<file path="config.mk">
export PLATFORM = sky130hd
export DESIGN_NAME = axi_llc_b_merger
export DESIGN_NICKNAME = d
export VERILOG_FILES = /design/src/rtl/axi_llc_b_merger.sv
export SDC_FILE = /design/constraint.sdc
export NUM_CORES = 1
export LEC_CHECK = 0
export ABC_AREA = 1
export BUFFER_PORTS_ARGS = -buffer_cell sky130_fd_sc_hd__clkbuf_2
export CORE_MARGIN = 2
export CORE_UTILIZATION = 50
export CTS_CLUSTER_SIZE = 12
export DETAILED_ROUTE_END_ITERATION = 7
export PLACE_DENSITY = 0.83
export SYNTH_ARGS = -nofsm -noshare
export SYNTH_HDL_FRONTEND = slang
export SYNTH_SLANG_ARGS = --single-unit
</file>
<file path="constraint.sdc">
create_clock -name clk_i -period 2.35 [get_ports clk_i]
set_input_delay 0.235 -clock clk_i [delete_from_list [all_inputs] [get_ports clk_i]]
set_output_delay 0.235 -clock clk_i [all_outputs]
set_load 0.05 [all_outputs]
</file>
<file path="src/rtl/axi_llc_b_merger.sv">
// Merges per-cache-line write completions back into one AXI B response per original AW burst.
// Define AXI_LLC_B_MERGER_ID_CHECK_EN to enable sticky ID-mismatch/overflow detection on id_err_o.
module axi_llc_b_merger #(
    parameter int unsigned IdWidth   = 6,
    parameter int unsigned FifoDepth = 2,
    parameter int unsigned MaxParts  = 256
) (
    input  logic               clk_i,
    input  logic               rst_i,
    input  logic               desc_valid_i,
    output logic               desc_ready_o,
    input  logic [IdWidth-1:0] desc_id_i,
    input  logic [1:0]         desc_resp_i,
    input  logic               desc_last_i,
    output logic               b_valid_o,
    input  logic               b_ready_i,
    output logic [IdWidth-1:0] b_id_o,
    output logic [1:0]         b_resp_o,
    output logic               busy_o,
    output logic               id_err_o
);

    localparam int unsigned CntW  = $clog2(MaxParts + 1);
    localparam int unsigned PtrW  = (FifoDepth > 1) ? $clog2(FifoDepth) : 1;
    localparam int unsigned FillW = $clog2(FifoDepth + 1);

    typedef enum logic [0:0] {StIdle, StMerge} state_e;

    // Severity rank: DECERR > SLVERR > OKAY > EXOKAY.
    function automatic logic [1:0] resp_rank(input logic [1:0] r);
        case (r)
            2'b11:   return 2'd3;
            2'b10:   return 2'd2;
            2'b00:   return 2'd1;
            default: return 2'd0;
        endcase
    endfunction

    function automatic logic [1:0] merge_resp(input logic [1:0] a, input logic [1:0] b);
        return (resp_rank(a) >= resp_rank(b)) ? a : b;
    endfunction

    state_e             state_q, state_d;
    logic [IdWidth-1:0] id_q, id_d;
    logic [1:0]         acc_q, acc_d;
    logic [CntW-1:0]    cnt_q, cnt_d;

    logic [IdWidth+1:0] mem_q [FifoDepth];
    logic [PtrW-1:0]    wptr_q, rptr_q;
    logic [FillW-1:0]   fill_q;

    logic               full, accept, overflow, push, pop;
    logic [IdWidth-1:0] push_id;
    logic [1:0]         push_resp;

    assign full         = (fill_q == FillW'(FifoDepth));
    assign desc_ready_o = !rst_i && (!desc_last_i || !full);
    assign accept       = desc_valid_i && desc_ready_o;
    assign overflow     = accept && !desc_last_i && (cnt_q == CntW'(MaxParts - 1));
    assign pop          = b_valid_o && b_ready_i;

    always_ff @(posedge clk_i) begin
        if (rst_i) begin
            state_q <= StIdle;
            id_q    <= '0;
            acc_q   <= '0;
            cnt_q   <= '0;
        end else begin
            state_q <= state_d;
            id_q    <= id_d;
            acc_q   <= acc_d;
            cnt_q   <= cnt_d;
        end
    end

    always_comb begin
        state_d = state_q;
        id_d    = id_q;
        acc_d   = acc_q;
        cnt_d   = cnt_q;
        if (accept) begin
            unique case (state_q)
                StIdle: begin
                    if (!desc_last_i) begin
                        state_d = StMerge;
                        id_d    = desc_id_i;
                        acc_d   = desc_resp_i;
                        cnt_d   = overflow ? cnt_q : cnt_q + CntW'(1);
                    end
                end
                StMerge: begin
                    if (desc_last_i) begin
                        state_d = StIdle;
                        cnt_d   = '0;
                    end else begin
                        acc_d = merge_resp(acc_q, desc_resp_i);
                        cnt_d = overflow ? cnt_q : cnt_q + CntW'(1);
                    end
                end
                default: state_d = StIdle;
            endcase
        end
    end

    always_comb begin
        push      = accept && desc_last_i;
        push_id   = (state_q == StMerge) ? id_q : desc_id_i;
        push_resp = (state_q == StMerge) ? merge_resp(acc_q, desc_resp_i) : desc_resp_i;
        busy_o    = (state_q == StMerge) || (fill_q != '0);
    end

    always_ff @(posedge clk_i) begin
        if (rst_i) begin
            for (int unsigned i = 0; i < FifoDepth; i++) mem_q[i] <= '0;
            wptr_q <= '0;
            rptr_q <= '0;
            fill_q <= '0;
        end else begin
            if (push) begin
                mem_q[wptr_q] <= {push_id, push_resp};
                wptr_q <= (wptr_q == PtrW'(FifoDepth - 1)) ? '0 : wptr_q + PtrW'(1);
            end
            if (pop) begin
                rptr_q <= (rptr_q == PtrW'(FifoDepth - 1)) ? '0 : rptr_q + PtrW'(1);
            end
            case ({push, pop})
                2'b10:   fill_q <= fill_q + FillW'(1);
                2'b01:   fill_q <= fill_q - FillW'(1);
                default: fill_q <= fill_q;
            endcase
        end
    end

    assign b_valid_o = (fill_q != '0);
    assign b_id_o    = mem_q[rptr_q][IdWidth+1:2];
    assign b_resp_o  = mem_q[rptr_q][1:0];

`ifdef AXI_LLC_B_MERGER_ID_CHECK_EN
    logic id_err_q, id_err_set;

    assign id_err_set = overflow || (accept && (state_q == StMerge) && (desc_id_i != id_q));

    always_ff @(posedge clk_i) begin
        if (rst_i)           id_err_q <= 1'b0;
        else if (id_err_set) id_err_q <= 1'b1;
    end

    assign id_err_o = id_err_q;

    a_no_id_err: assert property (@(posedge clk_i) disable iff (rst_i) !id_err_set)
        else $error("axi_llc_b_merger: ID mismatch or part counter overflow");
`else
    assign id_err_o = 1'b0;
`endif

endmodule

</file>
==> reports/qor.txt, run 1 <==
========================================================================================
Clock-pin slew of the registers on the worst-case setup and hold paths             90 ps
Number of nets with antenna violations after detailed routing                          0
Final Wtd Congestion                                                               0.770
Buffer depth of the longest clock path                                                 2
Initial core utilization                                                           53.3%
Setup repair after global routing missed its margin                                   no
Routed wirelength normalized by instance count                                   12.4 µm
Number of DRC violations after detailed routing                                        2
TritonCTS clock tree                                                               built
Post-Route Setup TNS                                                                0 ps
Post-Route Utilization                                                             59.8%
Count of TritonRoute iterations in the first routing pass                              6
Largest cells by area after synthesis                                       edfxtp_1, dfxtp_1, nor2_1, mux2_2, ha_1
Final number of hold-violating endpoints                                               0
Power per Cell Area                                                           706 nW/µm²
Global-route usage over all layers                                                 17.2%
Critical path cell sequence                                                 inv_1 -> ha_1 -> or2_2 -> ha_1 -> nand2_1 -> nand3_1 -> nand2_1 -> o21ai_0 -> nor2_1
Crit path launch type                                                               flop
Stages on the worst setup path                                                         9
Total clock buffers created by CTS                                                     5
DIE WIDTH                                                                        58.7 µm
Instance count of the mapped netlist                                                 152
Syn Nets                                                                             172
Worst path buffer plus inverter count                                                  1
Worst clock skew                                                                 11.8 ps
Top-level I/O count                                                                   25
Full die area                                                                   3440 µm²
Mean instance size in the synthesized netlist                                   9.83 µm²
Post_cts resized                                                                       0
FF+latch area                                                                    761 µm²
Worst stage delay on the critical path                                            360 ps
Total wirelength of the detailed-routed design                                   2600 µm
CP Launch Point                                                                 acc_q[0]
Worst ir drop on vdd                                                          0.000426 V
Required time worst endpoint                                                     2430 ps
Post-CTS setup buffer count                                                            0
Clk Latency, worst-skew pair                                                      320 ps
NumNets Final                                                                        198
Row count                                                                             19
Highest-count cells in the layout ignoring fill and taps                    nor2_1, clkbuf_2, nand2_1, edfxtp_1, dfxtp_1
Mapped Area                                                                     1490 µm²
Category of cells accounting for the largest share of critical-path delay   simple AND/OR/NAND/NOR gates
Via total after detailed routing                                                   1,072
Largest net degree at the start of global routing                                     16
Count of synthesis-stage warnings from yosys                                           0
Path class of the lowest-slack min-delay path                                     in2reg
CP arrival                                                                       2090 ps
Critical Path End                                                            mem_q[1][1]
Most common cell after layout, fill and taps aside                                nor2_1
Wire length of the first global-routing pass                                     4420 µm
Final cycle utilization of the critical path                                       85.9%
Crit path time final                                                             2020 ps
Area of the multi-input gates                                                    646 µm²
Sequential area share after synthesis                                              50.9%
H-tree depth                                                                           2
Worst R2R Path Depth                                                                   9
# setup viols final                                                                    0
DIE HEIGHT                                                                       58.7 µm
LEAKAGE                                                                         0.773 nW
Kind of capture point of the worst setup path                                       flop
Overall power after layout                                                       1.18 mW
Worst r2r dst                                                                mem_q[1][1]
Worst-margin pin slew                                                             511 ps
Number of global-route vias before repair                                          1,042
Maximum fanout encountered on the critical timing path                                 7
Share of Yosys cell area claimed by the top area cell type                         32.2%
Path type of the worst setup path                                                reg2reg
Number of fill cells                                                                 250
Final count of pins violating max slew                                                 0
Run status                                                                  complete, but fails checks
Iter 0 DRT Violations                                                                 18
Sink Count                                                                            30
Final HPWL DP                                                                    2010 µm
Number of synthesized register bits                                                   30
Origin of the critical flop-to-flop path                                        acc_q[0]
R2R Setup Slk                                                                     330 ps
Share of cells above drive strength 1                                              27.4%
Root buffer selected by CTS                                                     clkbuf_4
Cell taking the most area after synthesis                                       edfxtp_1
Max-capacitance violation count                                                        0
Critical path's slowest cell                                                     dfxtp_1
Total congestion overflow                                                              0
Count of port buffers added during placement                                          23
Count of distinct cell types in the synthesized netlist                               26
Hold_buf cts                                                                           0
Area inside the core boundary                                                   2810 µm²
Antenna violations before repair                                                       0
Highest Clock Rate                                                               495 MHz
Failing checks                                                                       DRC
Number of vias per cell after detailed routing                                      5.10
Max-Slew Margin vs Limit                                                           65.9%
Antenna cells                                                                          0
Layout overhead on the synthesized area                                            12.3%
========================================================================================
[power by group]
part | internal [mW] | switching (mW)
Clock | 0.148 | 0.166
Combinational | 0.0789 | 0.182
Sequential | 0.584 | 0.0262
[cells by family (layout without fill, tap and decap cells)]
kind of cell | count (synthesis) | in the layout | synth area share (%)
other cells | 1 | 1 | 0.251
simple gates | 62 | 62 | 20.1
mux | 14 | 14 | 10.1
compound gates | 19 | 19 | 6.95
fa+ha+maj | 7 | 7 | 5.86
flops | 30 | 30 | 50.9
buf+inv | 19 | 46 | 5.86
[worst min path at each step]
stage,cells after the start,endpoint,from
finish,2,wptr_q,rst_i
global route,2,wptr_q,rst_i
CTS,2,wptr_q,rst_i
detailed placement,1,rptr_q,rptr_q
global placement,1,rptr_q,rptr_q
floorplan,1,wptr_q,rst_i
[cells in the mapped netlist, drive strengths merged]
library cell	instances
mux2	8
conb	1
buf	4
nand4	1
o21ai	9
edfxtp	16
mux2i	6
o21a	1
inv	15
or2	1
nand2	23
dfxtp	14
nand3b	1
a211oi	1
nor2	31
nand3	5
ha	7
a21oi	8
[through the flow]
step / hold slack, ps / setup WS, ps / cells / cell area [µm²]
after floorplan: 297 / 512 / 152 / 1490
after global placement: 437 / 417 / 202 / 1620
after detailed placement: 449 / 327 / 202 / 1620
after CTS: 140 / 314 / 210 / 1680
after global routing: 139 / 138 / 210 / 1680
final: 157 / 330 / 210 / 1680
[sequential cells by signal (all words and copies together) (netlist names), named ones only]
| register | flops |
|---|---|
| state_q | 1 |
| id_q | 6 |
| wptr_q | 1 |
| fill_q | 2 |
| acc_q | 2 |
| mem_q | 16 |
| rptr_q | 1 |
[routing by layer]
metal	GRT usage [%]	wire length, µm	up-vias
met4	3.90	21	0
met1	19.5	1160	486
li1	-	-	562
met5	0	0	-
met3	5.49	122	4
met2	31.5	1300	20
[cell type report]
type,instances,share of cell area (%)
multi-input combinational,103,38.5
timing repair buffer,23,6.86
sequential,30,45.3
clock buffer,8,3.50
tap,31,2.31
inverter,15,3.50
No activity file was read; power rests on OpenSTA's default activity.
==> run 2, diff against run 1 <==
CORE_ASPECT_RATIO = 0.7   (was default)
==> run 2 against run 1 <==
Against the previous run:
- the flow now finishes without violations
- via count is 0.19% higher
- flip-flop and latch count stayed put
- register-to-register slack hardly changed
- worst hold slack better by 34 ps
- first-iteration DRC count grew to 4.8 times the previous value
- largest cell class unchanged
- largest power group unchanged
==> reports/qor.txt, run 2 (synthesis gave the netlist of run 1 again) <==
========================================================================================
Buffer depth of the longest clock path                                                 2   unchanged
Register with the highest flop count                                               mem_q
DIE WIDTH                                                                        69.3 µm   +18%
Critical path cell sequence                                                 inv_1 -> ha_1 -> or2_2 -> ha_1 -> nand2_1 -> nand3_1 -> nand2_1 -> o21ai_0 -> nor2_1
Post-Route Setup TNS                                                                0 ps   unchanged
Number of flip-flops in the largest register                                          16   unchanged
Post_cts resized                                                                       0   unchanged
# setup viols final                                                                    0   unchanged
Count of TritonRoute iterations in the first routing pass                              4   -2
Global-route usage over all layers                                                 17.8%   +0.56 points
Highest Clock Rate                                                               494 MHz   -0.30%
GRT met1 Usage                                                                     20.8%   +1.3 points
Most common cell after layout, fill and taps aside                                nor2_1
Largest net degree at the start of global routing                                     16   unchanged
Post-CTS setup buffer count                                                            0   unchanged
Routed wirelength normalized by instance count                                   12.8 µm   +3.8%
Initial core utilization                                                           52.9%   -0.33 points
Max-Slew Margin vs Limit                                                           66.2%   +0.30 points
Antenna cells                                                                          0   unchanged
Layout overhead on the synthesized area                                            15.9%
Maximum fanout encountered on the critical timing path                                 7   unchanged
Total wirelength of the detailed-routed design                                   2760 µm   +6.3%
Number of vias per cell after detailed routing                                      5.00   -2.1%
Number of nets with antenna violations after detailed routing                          0   unchanged
Full die area                                                                   3450 µm²   +0.20%
Total clock buffers created by CTS                                                     5   unchanged
Required time worst endpoint                                                     2380 ps   -50 ps
Number of fill cells                                                                 237   -5.2%
Met2 track demand over resource in global routing                                  31.1%   -0.37 points
Category of cells accounting for the largest share of critical-path delay   simple AND/OR/NAND/NOR gates
Worst-margin pin slew                                                             506 ps   -4.54 ps
H-tree depth                                                                           2   unchanged
Root buffer selected by CTS                                                     clkbuf_8
Worst stage delay on the critical path                                            350 ps   about the same
Worst-case hold slack                                                             191 ps   +34.2 ps
Total congestion overflow                                                              0   unchanged
Path class of the lowest-slack min-delay path                                     in2reg
Highest-count cells in the layout ignoring fill and taps                    nor2_1, clkbuf_2, nand2_1, edfxtp_1, dfxtp_1
LEAKAGE                                                                         0.793 nW   +2.6%
Run status                                                                  finished clean
Final count of pins violating max slew                                                 0   unchanged
Count of port buffers added during placement                                          23   unchanged
Crit path launch type                                                               flop
Antenna violations before repair                                                       0   unchanged
Final Wtd Congestion                                                               0.758   -1.6%
Wire length of the first global-routing pass                                     4660 µm   +5.5%
Final number of hold-violating endpoints                                               0   unchanged
TritonCTS clock tree                                                               built
Clk Latency, worst-skew pair                                                      280 ps   -40 ps
Final cycle utilization of the critical path                                       86.2%   +0.26 points
Sink Count                                                                            30   unchanged
Share of cells above drive strength 1                                              27.4%   unchanged
Largest registers in the final layout                                       mem_q: 16 flops, id_q: 6 flops
Crit path time final                                                             2030 ps   +6.11 ps
Iter 0 DRT Violations                                                                 86   +68
NumNets Final                                                                        198   unchanged
Max-capacitance violation count                                                        0   unchanged
Worst path buffer plus inverter count                                                  1   unchanged
Worst clock skew                                                                 7.79 ps   -3.99 ps
CP arrival                                                                       2060 ps   -30 ps
Power per Cell Area                                                           789 nW/µm²   +12%
GRT Max-Usage Layer                                                                 met2
Setup repair after global routing missed its margin                                   no
Via total after detailed routing                                                   1,074   +0.19%
Critical path's slowest cell                                                     dfxtp_1
Clock-pin slew of the registers on the worst-case setup and hold paths             60 ps   -30 ps
Hold_buf cts                                                                           0   unchanged
Final HPWL DP                                                                    2050 µm   +1.9%
Number of global-route vias before repair                                          1,041   -0.096%
Worst ir drop on vdd                                                          0.000488 V   +15%
Met3 track utilization from global routing                                         5.11%   -0.38 points
Kind of capture point of the worst setup path                                       flop
DIE HEIGHT                                                                       49.7 µm   -15%
Number of DRC violations after detailed routing                                        0   -2
Area inside the core boundary                                                   2820 µm²   +0.62%
Path type of the worst setup path                                                reg2reg
Top-level I/O count                                                                   25   unchanged
Row count                                                                             16   -3
========================================================================================
-- run 2: changes by cell type in the layout (fill, tap and decap cells not counted), sizes merged --
cell | before | now
clkbuf | 31 | 29
bufinv | 0 | 1
clkinv | 0 | 1
-- run 2: metrics by stage --
step	std cells	setup WS [ps]	total power, mW	cell area (µm²)	util (%)
CTS	215	336	1.37	1730	61.3
finish	215	324	1.37	1730	61.3
global placement	207	430	0.874	1630	57.6
global route	215	123	1.43	1730	61.3
detailed placement	207	342	0.885	1630	57.6
floorplan	152	512	0.825	1490	-
-- run 2: report_power, final --
group / total [mW] / switching [mW] / internal [mW]
clock: 0.492 / 0.179 / 0.312
sequential: 0.612 / 0.0270 / 0.585
combinational: 0.264 / 0.184 / 0.0793
total: 1.37 / 0.391 / 0.976
-- run 2: final timing paths --
kind	start	end	slack, ps	depth (start not counted)
max	acc_q[0]	mem_q[1][0]	320	9
min reg2reg	rptr_q	flop	440	1
max reg2reg	acc_q[0]	mem_q[1][0]	320	9
min	rst_i	wptr_q	190	2
-- run 2: routing by layer --
layer | routed length, µm | up-vias | share of wire, %
li1 | - | 557 | -
met1 | 1230 | 486 | 45
met2 | 1350 | 28 | 49
met3 | 149 | 3 | 5.4
met4 | 31 | 0 | 1.1
met5 | 0 | - | 0
-- run 2: layout make-up --
| cell class | count | area, µm² | area share [%] |
|---|---|---|---|
| sequential | 30 | 761 | 43.9 |
| clock inverter | 2 | 33.8 | 1.95 |
| tap | 36 | 45.0 | 2.60 |
| multi-input combinational | 103 | 646 | 37.3 |
| clock buffer | 6 | 72.6 | 4.19 |
| inverter | 15 | 58.8 | 3.40 |
| timing repair buffer | 23 | 115 | 6.65 |
-- run 2: worst register-to-register path, delay by kind of cell, from the launching register on --
family	cells	cell delay, ps
DFF	1	350
and+or+nand+nor	5	600
buffers and inverters	1	70
adders and majority gates	2	480
AOI/OAI and AO/OA	1	270
==> run 3, diff against run 2 <==
BUFFER_PORTS_ARGS = -buffer_cell sky130_fd_sc_hd__buf_4   (was -buffer_cell sky130_fd_sc_hd__clkbuf_2)
==> run 3 against run 2 <==
Against the previous run:
- cell count did not move
- total power rose by 1.4%
- sequential share of layout area fell by 1.4 points
- setup slack got worse by 28 ps
- first-iteration DRC count did not move
==> reports/qor.txt, run 3 (synthesis gave the netlist of run 1 again) <==
=====================================================================================
Max-Slew Margin vs Limit                                                        64.5%   -1.7 points
Path type of the worst setup path                                             reg2reg
Maximum fanout encountered on the critical timing path                              7   unchanged
Share of cells above drive strength 1                                           27.4%   unchanged
Crit path time final                                                          2050 ps   +28.3 ps
Path class of the lowest-slack min-delay path                                  in2reg
Wire length of the first global-routing pass                                  4530 µm   -2.8%
TritonCTS clock tree                                                            built
Count of TritonRoute iterations in the first routing pass                           4   unchanged
Number of DRC violations after detailed routing                                     0   unchanged
Register with the highest flop count                                            mem_q
Overall power after layout                                                    1.39 mW   +1.4%
Routed wirelength normalized by instance count                                12.2 µm   -4.8%
Most common cell after layout, fill and taps aside                             nor2_1
Worst clock skew                                                              6.50 ps   -1.28 ps
Hold_buf cts                                                                        0   unchanged
Largest registers in the final layout                                    mem_q: 16 flops, id_q: 6 flops
Row count                                                                          16   unchanged
Instance area at placement                                                   1680 µm²   +3.5%
Crit path launch type                                                            flop
DP Worst Slack                                                                 312 ps   -30.0 ps
Power per Cell Area                                                        775 nW/µm²   -1.8%
DIE HEIGHT                                                                    49.7 µm   unchanged
Via total after detailed routing                                                1,078   +0.37%
Final count of pins violating max slew                                              0   unchanged
Worst ir drop on vdd                                                       0.000471 V   -3.4%
Post_cts resized                                                                    0   unchanged
Top-level I/O count                                                                25   unchanged
Max-capacitance violation count                                                     0   unchanged
H-tree depth                                                                        2   unchanged
Setup repair after global routing missed its margin                                no
Root buffer selected by CTS                                                  clkbuf_8
Run status                                                               finished clean
Area inside the core boundary                                                2820 µm²   unchanged
Count of placed standard cells in the final layout, fillers left out              215   unchanged
Total clock buffers created by CTS                                                  5   unchanged
Final cycle utilization of the critical path                                    87.4%   +1.2 points
Slack of the critical path                                                     296 ps   -28.3 ps
Initial core utilization                                                        52.9%   unchanged
Count of port buffers added during placement                                       23   unchanged
Number of global-route vias before repair                                       1,023   -1.7%
Highest-count cells in the layout ignoring fill and taps                 nor2_1, buf_4, nand2_1, edfxtp_1, dfxtp_1
Clk Latency, worst-skew pair                                                   280 ps   about the same
Global-route usage over all layers                                              17.2%   -0.53 points
Iter 0 DRT Violations                                                              86   unchanged
Antenna violations before repair                                                    0   unchanged
Final number of hold-violating endpoints                                            0   unchanged
Total congestion overflow                                                           0   unchanged
Sink Count                                                                         30   unchanged
Worst-case hold slack                                                          159 ps   -31.3 ps
Antenna cells                                                                       0   unchanged
CP arrival                                                                    2080 ps   +20 ps
Number of flip-flops in the largest register                                       16   unchanged
Post-Route Utilization                                                          63.4%   +2.0 points
Number of nets with antenna violations after detailed routing                       0   unchanged
Post-CTS setup buffer count                                                         0   unchanged
Final HPWL DP                                                                 1940 µm   -5.4%
DIE WIDTH                                                                     69.3 µm   unchanged
Worst-margin pin slew                                                          532 ps   +25.9 ps
Post-route standard cell area excluding fillers                              1790 µm²   +3.3%
Full die area                                                                3450 µm²   unchanged
Layout overhead on the synthesized area                                         19.8%
NumNets Final                                                                     198   unchanged
Required time worst endpoint                                                  2380 ps   about the same
Clock-pin slew of the registers on the worst-case setup and hold paths          60 ps   about the same
Largest net degree at the start of global routing                                  16   unchanged
Total wirelength of the detailed-routed design                                2630 µm   -4.8%
Buffer depth of the longest clock path                                              2   unchanged
LEAKAGE                                                                      0.808 nW   +2.0%
Post-Route Setup TNS                                                             0 ps   unchanged
Kind of capture point of the worst setup path                                    flop
# setup viols final                                                                 0   unchanged
Highest Clock Rate                                                            487 MHz   -1.4%
Cells after DPL                                                                   207   unchanged
Number of vias per cell after detailed routing                                   5.01   +0.37%
Final Wtd Congestion                                                            0.749   -1.2%
=====================================================================================
-- run 3: changes by cell type in the layout (fill, tap and decap cells not counted), sizes merged --
cell / delta
clkbuf: -23
buf: +23
-- run 3: per-layer routing --
| metal | vias to the layer above | track usage (%) | routed length [µm] |
|---|---|---|---|
| li1 | 553 | - | - |
| met1 | 492 | 22.0 | 1240 |
| met2 | 26 | 27.7 | 1200 |
| met3 | 7 | 5.73 | 147 |
| met4 | 0 | 5.88 | 44 |
| met5 | - | 0 | 0 |
-- run 3: critical path, stage by stage, from the launching register on --
cell and delay, ps:
dfxtp_1 360, inv_1 70, ha_1 180, or2_2 270
ha_1 300, nand2_1 50, nand3_1 80, nand2_1 140
o21ai_0 280, nor2_1 70
-- run 3: worst paths after layout --
path / end / cells after the start / start / slack, ps
min reg2reg: flop / 1 / rptr_q / 450
max reg2reg: mem_q[1][1] / 9 / acc_q[0] / 300
max: mem_q[1][1] / 9 / acc_q[0] / 300
min: wptr_q / 2 / rst_i / 160
-- run 3: final cells by class --
cell class | count | area, µm²
fillers | 226 | 1030
inverters | 15 | 58.8
repair buffers | 23 | 173
well taps | 36 | 45.0
clock buffers | 6 | 72.6
clock inverters | 2 | 33.8
flip-flops and latches | 30 | 761
multi-input cells | 103 | 646
-- run 3: power breakdown --
group / internal, mW / leakage, nW / switching [mW] / total [mW]
registers: 0.585 / 0.281 / 0.0263 / 0.611
logic: 0.100 / 0.475 / 0.183 / 0.284
clock network: 0.312 / 0.0528 / 0.179 / 0.492
total: 0.997 / 0.808 / 0.389 / 1.39
